## src/rtl/mdu_seq.sv

```systemverilog
// Sequential multiply/divide unit with HI/LO registers.
// One shift-add or restoring shift-subtract step per cycle, 32 steps per op.
module mdu_seq (
  input  logic        clk,
  input  logic        rst,
  input  logic        start,
  input  logic [1:0]  op,
  input  logic [31:0] operand_a,
  input  logic [31:0] operand_b,
  input  logic        flush,
  input  logic        hi_we,
  input  logic        lo_we,
  input  logic [31:0] wdata,
  output logic        busy,
  output logic        done,
  output logic [31:0] hi,
  output logic [31:0] lo
);

  typedef enum logic {IDLE, RUN} state_t;

  state_t      state, state_n;
  logic [4:0]  cnt;
  logic        is_div;
  logic        neg_res;
  logic        neg_rem;
  logic        div_zero;
  logic [31:0] b_q;
  logic [64:0] acc;
  logic [31:0] hi_q;
  logic [31:0] lo_q;
  logic        done_q;

  logic        accept;
  logic        finish;
  logic        abort;

  logic        a_neg;
  logic        b_neg;
  logic [31:0] a_mag;
  logic [31:0] b_mag;

  logic [32:0] msum;
  logic [64:0] mul_n;
  logic [32:0] rsh;
  logic [33:0] diff;
  logic [32:0] rem_n;
  logic [64:0] div_n;
  logic [64:0] acc_n;

  logic [63:0] prod;
  logic [63:0] prod_s;
  logic [31:0] quo;
  logic [31:0] rem;
  logic [31:0] res_hi;
  logic [31:0] res_lo;

  always_comb begin
    state_n = state;
    accept  = 1'b0;
    finish  = 1'b0;
    abort   = 1'b0;
    case (state)
      IDLE: begin
        if (start && !flush) begin
          accept  = 1'b1;
          state_n = RUN;
        end
      end
      RUN: begin
        if (flush) begin
          abort   = 1'b1;
          state_n = IDLE;
        end else if (cnt == 5'd31) begin
          finish  = 1'b1;
          state_n = IDLE;
        end
      end
      default: state_n = IDLE;
    endcase
  end

  // op[0]=0 selects the signed variants
  always_comb begin
    a_neg = ~op[0] & operand_a[31];
    b_neg = ~op[0] & operand_b[31];
    a_mag = a_neg ? (32'd0 - operand_a) : operand_a;
    b_mag = b_neg ? (32'd0 - operand_b) : operand_b;
  end

  // acc holds {upper partial, multiplier} or {remainder, dividend/quotient}
  always_comb begin
    msum  = acc[64:32] + (acc[0] ? {1'b0, b_q} : 33'd0);
    mul_n = {1'b0, msum, acc[31:1]};
    rsh   = {acc[63:32], acc[31]};
    diff  = {1'b0, rsh} - {2'b00, b_q};
    rem_n = diff[33] ? rsh : diff[32:0];
    div_n = {rem_n, acc[30:0], ~diff[33]};
    acc_n = is_div ? div_n : mul_n;
  end

  always_comb begin
    prod   = acc_n[63:0];
    prod_s = neg_res ? (64'd0 - prod) : prod;
    quo    = acc_n[31:0];
    rem    = acc_n[63:32];
    if (is_div) begin
      res_lo = div_zero ? 32'hFFFF_FFFF
             : (neg_res ? (32'd0 - quo) : quo);
      res_hi = neg_rem ? (32'd0 - rem) : rem;
    end else begin
      res_lo = prod_s[31:0];
      res_hi = prod_s[63:32];
    end
  end

  always_ff @(posedge clk or posedge rst) begin
    if (rst) begin
      state    <= IDLE;
      cnt      <= 5'd0;
      is_div   <= 1'b0;
      neg_res  <= 1'b0;
      neg_rem  <= 1'b0;
      div_zero <= 1'b0;
      b_q      <= 32'd0;
      acc      <= 65'd0;
      hi_q     <= 32'd0;
      lo_q     <= 32'd0;
      done_q   <= 1'b0;
    end else begin
      state  <= state_n;
      done_q <= 1'b0;
      if (accept) begin
        cnt      <= 5'd0;
        is_div   <= op[1];
        neg_res  <= a_neg ^ b_neg;
        neg_rem  <= a_neg;
        div_zero <= op[1] & (operand_b == 32'd0);
        b_q      <= b_mag;
        acc      <= {33'd0, a_mag};
      end else if (state == IDLE) begin
        if (hi_we) hi_q <= wdata;
        if (lo_we) lo_q <= wdata;
      end else if (abort) begin
        cnt <= 5'd0;
      end else begin
        acc <= acc_n;
        cnt <= cnt + 5'd1;
        if (finish) begin
          hi_q   <= res_hi;
          lo_q   <= res_lo;
          done_q <= 1'b1;
        end
      end
    end
  end

  assign busy = (state == RUN);
  assign done = done_q;
  assign hi   = hi_q;
  assign lo   = lo_q;

endmodule

```

## config.mk

```make
export PLATFORM = sky130hd
export DESIGN_NAME = mdu_seq
export DESIGN_NICKNAME = d
export VERILOG_FILES = /design/src/rtl/mdu_seq.sv
export SDC_FILE = /design/constraint.sdc
export NUM_CORES = 1
export LEC_CHECK = 0
export CAP_MARGIN = 20
export CORE_ASPECT_RATIO = 0.5
export CORE_MARGIN = 10
export CORE_UTILIZATION = 30
export CTS_CLUSTER_DIAMETER = 200
export DETAILED_ROUTE_END_ITERATION = 12
export PLACE_DENSITY_LB_ADDON = 0.05
export RECOVER_POWER = 50
export REMOVE_ABC_BUFFERS = 1
export SLEW_MARGIN = 20
export SYNTH_ARGS = -nofsm -noshare
export SYNTH_HDL_FRONTEND = slang
export SYNTH_SLANG_ARGS = --single-unit
```

## constraint.sdc

```tcl
create_clock -name clk -period 6.7 [get_ports clk]
set_input_delay 0.67 -clock clk [delete_from_list [all_inputs] [get_ports clk]]
set_output_delay 0.67 -clock clk [all_outputs]
set_load 0.01 [all_outputs]
```

==> metrics <==
outcome complete, but fails checks; failing checks max-capacitance violations, max-slew violations; Syn-to-layout area delta 20.17%; gpl congestion just under 0.9; initial core utilization 30.62%; drt total wl 65.80 mm; VDD IR-drop max roughly 0.00019 V; cell area after synthesis roughly 16000 sq um; total core area 50730 sq um; pwr dens 376.0 nW/um^2; clock insertion delay at the later pin of the skew report 0.48 ns; share of the synthesized area in the top cell type 27.71%; depth of the worst hold-timing path 2; Post-synth EDFFs 0; Leak Pwr 7.668 nW; GR Util All Layers about a fifth; Iter 0 DRT Violations 1178; Via Count about 15000; hold_sp lo[22]; post-synthesis register bit count 172; number of clock sinks 172; Distinct cells, synth around 100; FILL cells 5326; num ports 170; vias per cell 5.524; Cell Count, Final, Fillers Out 2794; Post-CTS Setup Repair Bufs 0; initial antenna violation count 2; Post-synth ARST share between 90% and 100%; worst path required time slightly above 7 ns; worst slew margin relative to its limit -69.58%; Port Buffer Count 169; Clock Tree Buf Depth 2; Num CTS Buffers 17; Tmin final 5.513 ns; CTS root buf clkbuf_16; crit path max fanout 10; skew final 0.01788 ns; placed insts between 2000 and 3000; CTS tree done; Rows 58; dpl hpwl around 50 mm; fin. max-slew vios 261; Fin. Hold Viols 0; Routed wire per std cell between 20 and 25 um; most common cell after layout, fill and taps aside nand2_1; cell taking the most area after synthesis dfrtp_1; Worst Setup SP b_q[18]; Die Ht 180.9 um; WS Path Type reg2reg; period utilization 82.29%; layout cells sized above 1 under 10%; H-tree levels 4; Max Cap Viol 6; Worst-path clk slew 0.08 ns; top area cells in the synthesized netlist dfrtp_1, o21ai_0, ha_1, nand2_1, a21oi_1; die area roughly 62000 sq um; first-pass GRT wire length around 100 mm; most frequent cells in the layout nand2_1, o21ai_0, dfrtp_1; Remaining Overflow, GRT 0; final antenna-violating net count 0; R2R cell count 19; Max Freq 181.4 MHz; Worst R2R Setup Slack 1.19 ns; RSZ-0062 raised after global routing false; DR DRC count 0; YS warnings 0; largest net degree at the start of global routing 70; Worst EP arrival 5.86 ns; setup violators final 0; total iterations of the first detailed-routing run 5; Nets between 2000 and 2500; post-synthesis cell count a little under 2000; crit end category flop; Critical R2R Launch b_q[18]; post-synthesis sequential area ratio 27.71%; hold buffer count at CTS 0; vias in the first global route 15030; actual slew at the worst max-slew pin 2.544 ns; setup_tns 0 ns; Min-Delay Path Class reg2reg; average cell area after synthesis 7.921 sq um; top_reg_cell synth dfrtp_1; Die X 341.8 um; Resize count post-CTS 0; Worst Setup Start Kind flop
## critical path, cell delays in order (launching register included)
cell	delay, ns
dfrtp_1	0.41
inv_1	0.06
ha_1	0.41
a211oi_1	0.30
nor2_1	0.08
o31ai_1	0.37
a41o_1	0.41
a31oi_4	0.18
inv_1	0.14
ha_1	0.19
nor3b_1	0.25
o221ai_1	0.24
nor3_1	0.22
nand4_1	0.26
or2_2	0.41
nand3b_1	0.40
and2_0	0.39
or3_1	0.42
a31oi_1	0.17
o21ai_1	0.07
## power breakdown
part | total (mW) | internal, mW | switching, mW
Clock | 1.10 | 0.565 | 0.533
Combinational | 4.28 | 1.63 | 2.65
Sequential | 1.64 | 1.30 | 0.340
## cell families after synthesis
family | synth area share (%)
AO/OA/AOI/OAI | 28.14
AND/OR/NAND/NOR | 21.01
buffers and inverters | 4.921
flip-flops | 27.71
XOR/XNOR | 8.627
adder cells (fa/ha/maj) | 5.896
multiplexers | 3.705
## worst paths after layout
path / to
worst max-delay path: hi[14]
min in group asynchronous: lo[25]
worst min register to register: lo[22]
max in group asynchronous: b_q[11]
worst max register to register: hi[14]
worst min-delay path: lo[22]
## registers in the layout, indices dropped and copies added, names as in the netlist
register  cells
hi           32
b_q          32
div_zero      1
lo           32
neg_rem       1
busy          1
neg_res       1
acc          65
is_div        1
cnt           5
done          1
## metrics by stage
stage	utilization [%]	power (mW)	instance area, sq um	hold WS, ns	setup slack (ns)
floorplan	-	4.258	15060	0.4489	0.5454
global placement	35.58	5.923	18050	0.4629	1.336
detailed placement	35.58	5.882	18050	0.4705	1.276
CTS	36.76	7.018	18650	0.4884	1.214
global route	36.79	7.498	18660	0.5028	0.3466
finish	36.80	7.020	18670	0.4763	1.187
## area by class of cell
class	instances	area, sq um	area share, %
sequential	172	4308	23.08
clock inverter	14	170.2	0.9116
multi-input combinational	1599	10510	56.30
clock buffer	18	429.2	2.299
antenna	2	5.005	0.02681
tap	690	863.3	4.625
inverter	78	294.0	1.575
timing repair buffer	221	2088	11.19
## metal layers
layer,share of wire [%],track usage (%),vias to the layer above
met5,0,0,-
met4,1.2,3.936,0
met3,4.4,2.654,40
met2,44,31.78,370
met1,50,30.23,7593
li1,-,-,7432
## cells in the mapped netlist, types with 28 or more instances
| library cell | n |
|---|---|
| a21o_1 | 38 |
| a21oi_1 | 149 |
| a31oi_1 | 28 |
| and2_1 | 41 |
| clkbuf_1 | 79 |
| dfrtp_1 | 172 |
| ha_1 | 70 |
| inv_1 | 78 |
| mux2i_1 | 53 |
| nand2_1 | 228 |
| nor2_1 | 147 |
| nor3_1 | 44 |
| o21ai_0 | 179 |
| o22ai_1 | 36 |
| xnor2_1 | 78 |
| xor2_1 | 75 |
(Power assumes the default switching activity.)
